**src/rtl/par_rr_switch_if.sv**
```systemverilog
// Parallel channel bundle for par_rr_switch: PORTS flits with per-channel valid/busy.
// The master drives flits and valids; the slave answers with per-channel busy.
interface par_rr_switch_if #(
  parameter int PORTS  = 5,
  parameter int FLIT_W = 32
);
  logic [PORTS*FLIT_W-1:0] data;
  logic [PORTS-1:0]        valid;
  logic [PORTS-1:0]        busy;

  modport master (output data, output valid, input busy);
  modport slave  (input data, input valid, output busy);
endinterface

```
**src/rtl/par_rr_switch.sv**
```systemverilog
// par_rr_switch: PORTS-channel source-routed switch with per-input FIFOs and per-output RR arbiters.
// Optional macro PAR_SWITCH_FLIT_COUNTER_EN adds a windowed accepted-flit counter on flit_counter.
module par_rr_switch #(
  parameter int ROUTERID    = -1,
  parameter int PORTS       = 5,
  parameter int FLIT_W      = 32,
  parameter int DEPTH       = 4,
  parameter int PORT_BITS   = 3,
  parameter int SAMPLE_BITS = 10,
  parameter int CNT_W       = 20
) (
  input  logic             clk,
  input  logic             reset,
  par_rr_switch_if.slave   in_ch,
  par_rr_switch_if.master  out_ch,
  output logic             drop,
  output logic [CNT_W-1:0] flit_counter
);

  localparam int AW = $clog2(DEPTH);
  localparam int CW = AW + 1;
  localparam int IW = $clog2(PORTS);

  if (ROUTERID < -1 || PORTS < 2 || PORTS > 16 || DEPTH < 2 || (1 << AW) != DEPTH ||
      (1 << PORT_BITS) < PORTS || PORT_BITS > FLIT_W || SAMPLE_BITS < 1 || CNT_W < 1) begin : g_param_check
    $error("par_rr_switch: illegal parameter combination");
  end

  logic [FLIT_W-1:0]               mem [PORTS][DEPTH];
  logic [PORTS-1:0][AW-1:0]        wr_ptr;
  logic [PORTS-1:0][AW-1:0]        rd_ptr;
  logic [PORTS-1:0][CW-1:0]        count;
  logic [PORTS-1:0][FLIT_W-1:0]    head;
  logic [PORTS-1:0][PORT_BITS-1:0] dest;
  logic [PORTS-1:0]                nonempty;
  logic [PORTS-1:0]                illegal;
  logic [PORTS-1:0]                full;
  logic [PORTS-1:0]                push;
  logic [PORTS-1:0]                pop;
  logic [PORTS-1:0][PORTS-1:0]     req;
  logic [PORTS-1:0][IW-1:0]        rr_ptr;
  logic [PORTS-1:0][IW-1:0]        win;
  logic [PORTS-1:0]                found;
  logic [PORTS-1:0]                slot_free;
  logic [PORTS-1:0]                grant;
  logic [PORTS-1:0][FLIT_W-1:0]    out_data_p1;
  logic [PORTS-1:0]                out_vld_p1;
  logic                            drop_p1;

  // Input stage: accept, FIFO status and head-of-line decode
  always_comb begin
    full     = '0;
    push     = '0;
    nonempty = '0;
    illegal  = '0;
    head     = '0;
    dest     = '0;
    for (int i = 0; i < PORTS; i++) begin
      full[i]     = (count[i] == CW'(DEPTH));
      push[i]     = in_ch.valid[i] && !full[i];
      nonempty[i] = (count[i] != '0);
      head[i]     = mem[i][rd_ptr[i]];
      dest[i]     = head[i][FLIT_W-1 -: PORT_BITS];
      illegal[i]  = nonempty[i] && (32'(dest[i]) >= 32'(PORTS));
    end
  end

  assign in_ch.busy = full;

  always_comb begin
    req = '0;
    for (int o = 0; o < PORTS; o++) begin
      for (int i = 0; i < PORTS; i++) begin
        req[o][i] = nonempty[i] && !illegal[i] && (32'(dest[i]) == 32'(o));
      end
    end
  end

  // Per-output round-robin: search starts one past the last winner
  always_comb begin
    int idx;
    idx       = 0;
    found     = '0;
    win       = '0;
    slot_free = '0;
    grant     = '0;
    for (int o = 0; o < PORTS; o++) begin
      for (int k = 1; k <= PORTS; k++) begin
        idx = (int'(rr_ptr[o]) + k) % PORTS;
        if (!found[o] && req[o][idx]) begin
          found[o] = 1'b1;
          win[o]   = IW'(idx);
        end
      end
      slot_free[o] = !out_vld_p1[o] || !out_ch.busy[o];
      grant[o]     = slot_free[o] && found[o];
    end
  end

  // An input's head targets exactly one output, so at most one grant can land on it
  always_comb begin
    pop = illegal;
    for (int o = 0; o < PORTS; o++) begin
      if (grant[o]) pop[win[o]] = 1'b1;
    end
  end

  always_ff @(posedge clk) begin
    for (int i = 0; i < PORTS; i++) begin
      if (push[i]) mem[i][wr_ptr[i]] <= in_ch.data[i*FLIT_W +: FLIT_W];
    end
  end

  always_ff @(posedge clk or negedge reset) begin
    if (!reset) begin
      wr_ptr <= '0;
      rd_ptr <= '0;
      count  <= '0;
    end else begin
      for (int i = 0; i < PORTS; i++) begin
        if (push[i]) wr_ptr[i] <= wr_ptr[i] + AW'(1);
        if (pop[i])  rd_ptr[i] <= rd_ptr[i] + AW'(1);
        case ({push[i], pop[i]})
          2'b10:   count[i] <= count[i] + CW'(1);
          2'b01:   count[i] <= count[i] - CW'(1);
          default: count[i] <= count[i];
        endcase
      end
    end
  end

  // Output stage: registered flits, arbiter pointers and drop pulse
  always_ff @(posedge clk or negedge reset) begin
    if (!reset) begin
      out_vld_p1  <= '0;
      out_data_p1 <= '0;
      drop_p1     <= 1'b0;
      for (int o = 0; o < PORTS; o++) rr_ptr[o] <= IW'(PORTS - 1);
    end else begin
      drop_p1 <= |illegal;
      for (int o = 0; o < PORTS; o++) begin
        if (slot_free[o]) begin
          out_vld_p1[o] <= found[o];
          if (found[o]) begin
            out_data_p1[o] <= head[win[o]];
            rr_ptr[o]      <= win[o];
          end
        end
      end
    end
  end

  assign out_ch.data  = out_data_p1;
  assign out_ch.valid = out_vld_p1;
  assign drop         = drop_p1;

`ifdef PAR_SWITCH_FLIT_COUNTER_EN
  logic [SAMPLE_BITS-1:0] sampler;
  logic [CNT_W-1:0]       running_count;
  logic [CNT_W-1:0]       flit_counter_q;
  logic [CNT_W-1:0]       accepts;

  function automatic logic [CNT_W-1:0] sat_add(input logic [CNT_W-1:0] a,
                                                input logic [CNT_W-1:0] b);
    logic [CNT_W:0] sum;
    sum = {1'b0, a} + {1'b0, b};
    return sum[CNT_W] ? '1 : sum[CNT_W-1:0];
  endfunction

  always_comb begin
    accepts = '0;
    for (int i = 0; i < PORTS; i++) accepts = accepts + CNT_W'(push[i]);
  end

  // Window closes on the all-ones sample, folding in this cycle's accepts
  always_ff @(posedge clk or negedge reset) begin
    if (!reset) begin
      sampler        <= '0;
      running_count  <= '0;
      flit_counter_q <= '0;
    end else if (&sampler) begin
      flit_counter_q <= sat_add(running_count, accepts);
      running_count  <= '0;
      sampler        <= '0;
    end else begin
      sampler       <= sampler + SAMPLE_BITS'(1);
      running_count <= sat_add(running_count, accepts);
    end
  end

  assign flit_counter = flit_counter_q;
`else
  assign flit_counter = '0;
`endif

endmodule
```
**src/flat_wrapper.sv**
```systemverilog
// flat-port wrapper written by rule: the top's interface ports become plain ports
module par_rr_switch_flat 
#(
  parameter int ROUTERID    = -1,
  parameter int PORTS       = 5,
  parameter int FLIT_W      = 32,
  parameter int DEPTH       = 4,
  parameter int PORT_BITS   = 3,
  parameter int SAMPLE_BITS = 10,
  parameter int CNT_W       = 20
)
  (clk, reset, drop, flit_counter, in_ch_data, in_ch_valid, in_ch_busy, out_ch_data, out_ch_valid, out_ch_busy);
  par_rr_switch_if #(.PORTS(PORTS), .FLIT_W(FLIT_W)) in_ch_i ();
  par_rr_switch_if #(.PORTS(PORTS), .FLIT_W(FLIT_W)) out_ch_i ();
  input  logic clk;
  input  logic reset;
  output logic drop;
  output logic [CNT_W-1:0] flit_counter;
  input wire logic [$bits(in_ch_i.data)-1:0] in_ch_data;
  input wire logic [$bits(in_ch_i.valid)-1:0] in_ch_valid;
  output wire logic [$bits(in_ch_i.busy)-1:0] in_ch_busy;
  output wire logic [$bits(out_ch_i.data)-1:0] out_ch_data;
  output wire logic [$bits(out_ch_i.valid)-1:0] out_ch_valid;
  input wire logic [$bits(out_ch_i.busy)-1:0] out_ch_busy;
  assign in_ch_i.data = in_ch_data;
  assign in_ch_i.valid = in_ch_valid;
  assign in_ch_busy = in_ch_i.busy;
  assign out_ch_data = out_ch_i.data;
  assign out_ch_valid = out_ch_i.valid;
  assign out_ch_i.busy = out_ch_busy;
  par_rr_switch #(.ROUTERID(ROUTERID), .PORTS(PORTS), .FLIT_W(FLIT_W), .DEPTH(DEPTH), .PORT_BITS(PORT_BITS), .SAMPLE_BITS(SAMPLE_BITS), .CNT_W(CNT_W)) u_core (.clk(clk), .reset(reset), .in_ch(in_ch_i), .out_ch(out_ch_i), .drop(drop), .flit_counter(flit_counter));
endmodule
```
**config.mk**
```make
export PLATFORM = sky130hd
export DESIGN_NAME = par_rr_switch_flat
export DESIGN_NICKNAME = d
export VERILOG_FILES = /design/src/rtl/par_rr_switch_if.sv /design/src/rtl/par_rr_switch.sv /design/src/flat_wrapper.sv
export SDC_FILE = /design/constraint.sdc
export NUM_CORES = 1
export LEC_CHECK = 0
export ABC_AREA = 1
export CORE_UTILIZATION = 50
export DETAILED_ROUTE_END_ITERATION = 7
export PLACE_DENSITY_LB_ADDON = 0.15
export SYNTH_ARGS = -nofsm -noshare
export SYNTH_HDL_FRONTEND = slang
export SYNTH_SLANG_ARGS = --single-unit
```
**constraint.sdc**
```tcl
create_clock -name clk -period 8.92 [get_ports clk]
set_input_delay 2.676 -clock clk [delete_from_list [all_inputs] [get_ports clk]]
set_output_delay 2.676 -clock clk [all_outputs]
set_load 0.005 [all_outputs]
```
==> results.toml <==
[synthesis]
syn_area_per_cell_um2 = 8.75
synth_top_family_by_area = "simple AND/OR/NAND/NOR gates"
synth-edff-count = 640
synth.area.mux_share = 0.000917
yosys_warnings = 0
synthAdderAreaFrac = 0.0444
syn_inst = 5301
synth_compound_area_frac = 0.0864
synth_xor_area_frac = 0.0102
ys_seq_area_frac = 0.531
synth_area_um2 = 46400
yosysUniqueCellTypes = 60
async_reset_ff_frac = 0.252
yosys.area_share.simple = 0.268
ys_ff_latch = 856
synth-main-ff-cell = "edfxtp_1"

[setup_path]
path_buf_inv = 7
crit_slowest_cell = "dfrtp_1"
critPathLaunchType = "flip-flop"
worstSetupPathType = "flip-flop to flip-flop"
crit_family = "simple AND/OR/NAND/NOR gates"
worstSetupEndpointType = "flip-flop"
path_max_fanout = 62
crit_path_max_incr_delay_ps = 760
cp.required_ps = 9450
crit_arrival_ps = 7630

[die]
core-area_um2 = 91800
fp.dieW_um = 307
initial_core_util = 0.505
ios = 363
dieArea_um2 = 94000
num_rows = 111
die_h_um = 307

[timing]
hold_viol_final = 0
maxSlewViolCount = 0
slew_headroom = 0.0709
clock_skew_ps = 30.1
timing.final.crit_share = 0.796
setup_tns_ps = 0
rsz0062_at_grt = "false"
setup_viol = 0
max_freq_ghz = 0.141
tightest_slew_ps = 1390
fin_crit_ps = 7100

[clock_network]
cts_buffer_depth = 3
cts_htree_levels = 3
cts_setup_buffers = 0
cts_made_buffers = 89
clkSlewWorstSetupHoldPaths_ps = 70
cts_resized = 0
cts_num_sinks = 856
holdBufCountCts = 0
cts_tree = "yes"
cts_root_buf = "clkbuf_16"
clock_latency_ps = 670

[placement]
place.gp.congestion = 1.01
hpwl_um = 112000
io_buffers = 342

[routing]
ant_nets = 0
num_vias = 40200
avgRoutedWirePerCell_um = 23.1
viasPerCell = 5.85
first_iter_violations = 5469
drc = 0
first_pass_iters = 6
routed_wirelength_um = 158000

[final_layout]
final_common_cell = "nand2_1"
final_cell_mix = "1494 x nand2_1, 759 x nand3_1, 640 x edfxtp_1"
fillers = 7980
multiInputGateArea_um2 = 19100
regArea_um2 = 24600
finalNetCount = 5872
area_growth_syn_to_layout_pct = 15.3
drive_above_1_share = 0.0697

[grt]
grt_pass1_wl_um = 231000
grt_max_degree = 94
grt_pass1_vias = 36100
gr-total-overflow = 0
grt_util_all_layers = 0.330
antenna_found_initial = 7

[job]
maxCapViolCount = 0

[min_path]
hold_path_class = "flip-flop to flip-flop"

[status]
status = "complete, no violations"
[flip-flops by register name, indices dropped and copies added, names as in the netlist]
| name | count |
|---|---|
| u_core.count | 15 |
| u_core.drop | 1 |
| u_core.mem | 640 |
| u_core.out_ch.data | 160 |
| u_core.out_ch.valid | 5 |
| u_core.rd_ptr | 10 |
| u_core.rr_ptr | 15 |
| u_core.wr_ptr | 10 |
[area by class of cell]
class / count / area share
inverters: 326 / 0.0231
flip-flops and latches: 856 / 0.461
diodes: 4 / 0.000187
repair buffers: 427 / 0.0760
clock buffers: 128 / 0.0465
multi-input cells: 3839 / 0.358
clock inverters: 37 / 0.00681
well taps: 1243 / 0.0291
[synth_stat cells, types with 39 or more instances]
cell type,number,area (um^2)
buf_4,42,315
inv_2,42,158
o21ai_0,315,1580
a21oi_1,168,841
nand2_2,39,244
edfxtp_1,640,19200
nand4_1,92,576
o22ai_1,130,813
nand2_1,1495,5610
buf_2,75,375
inv_1,276,1040
nor2_1,423,1590
ha_1,155,1940
dfrtp_1,211,5280
nand3_1,759,3800
clkbuf_1,136,510
[cells by family after synthesis]
family                     after synthesis
AOI/OAI and AO/OA                      716
and+or+nand+nor                       2886
xor gates and xnor gates                53
buffers and inverters                  625
other                                    1
muxes                                    3
adders and majority gates              161
DFF                                    856
[layer usage]
metal  GRT usage  vias to the layer above  share of wire
met5           0                        -        0.00021
met4       0.188                        4          0.065
met3      0.0663                      474          0.095
met2       0.502                     2120           0.44
met1       0.441                    19000           0.40
li1            -                    18500              -
[stage by stage]
stage,setup slack (ps),cell area (um^2),utilization,cells,hold slack (ps)
finish,1820,53500,0.583,6860,467
global route,1110,53500,0.583,6860,488
CTS,1910,53500,0.583,6856,472
detailed placement,1920,50600,0.552,6691,459
global placement,2140,50600,0.552,6691,455
floorplan,3610,46500,-,5320,446
[path summary, 6_finish.rpt]
path,from,end,slack [ps],depth (start not counted)
setup / recovery,u_core.rr_ptr[9],u_core.count[2],1820,35
hold / removal,u_core.out_ch.data[94],u_core.out_ch.data[94],470,1
setup reg to reg,u_core.rr_ptr[9],u_core.count[2],1820,35
hold reg to reg,u_core.out_ch.data[94],u_core.out_ch.data[94],470,1
max in group asynchronous,reset,u_core.rd_ptr[0],5310,2
min in group asynchronous,reset,u_core.wr_ptr[6],2050,1
Power is not shown: default switching activity piles up to over one toggle a cycle in this logic, so the estimate is an artifact.
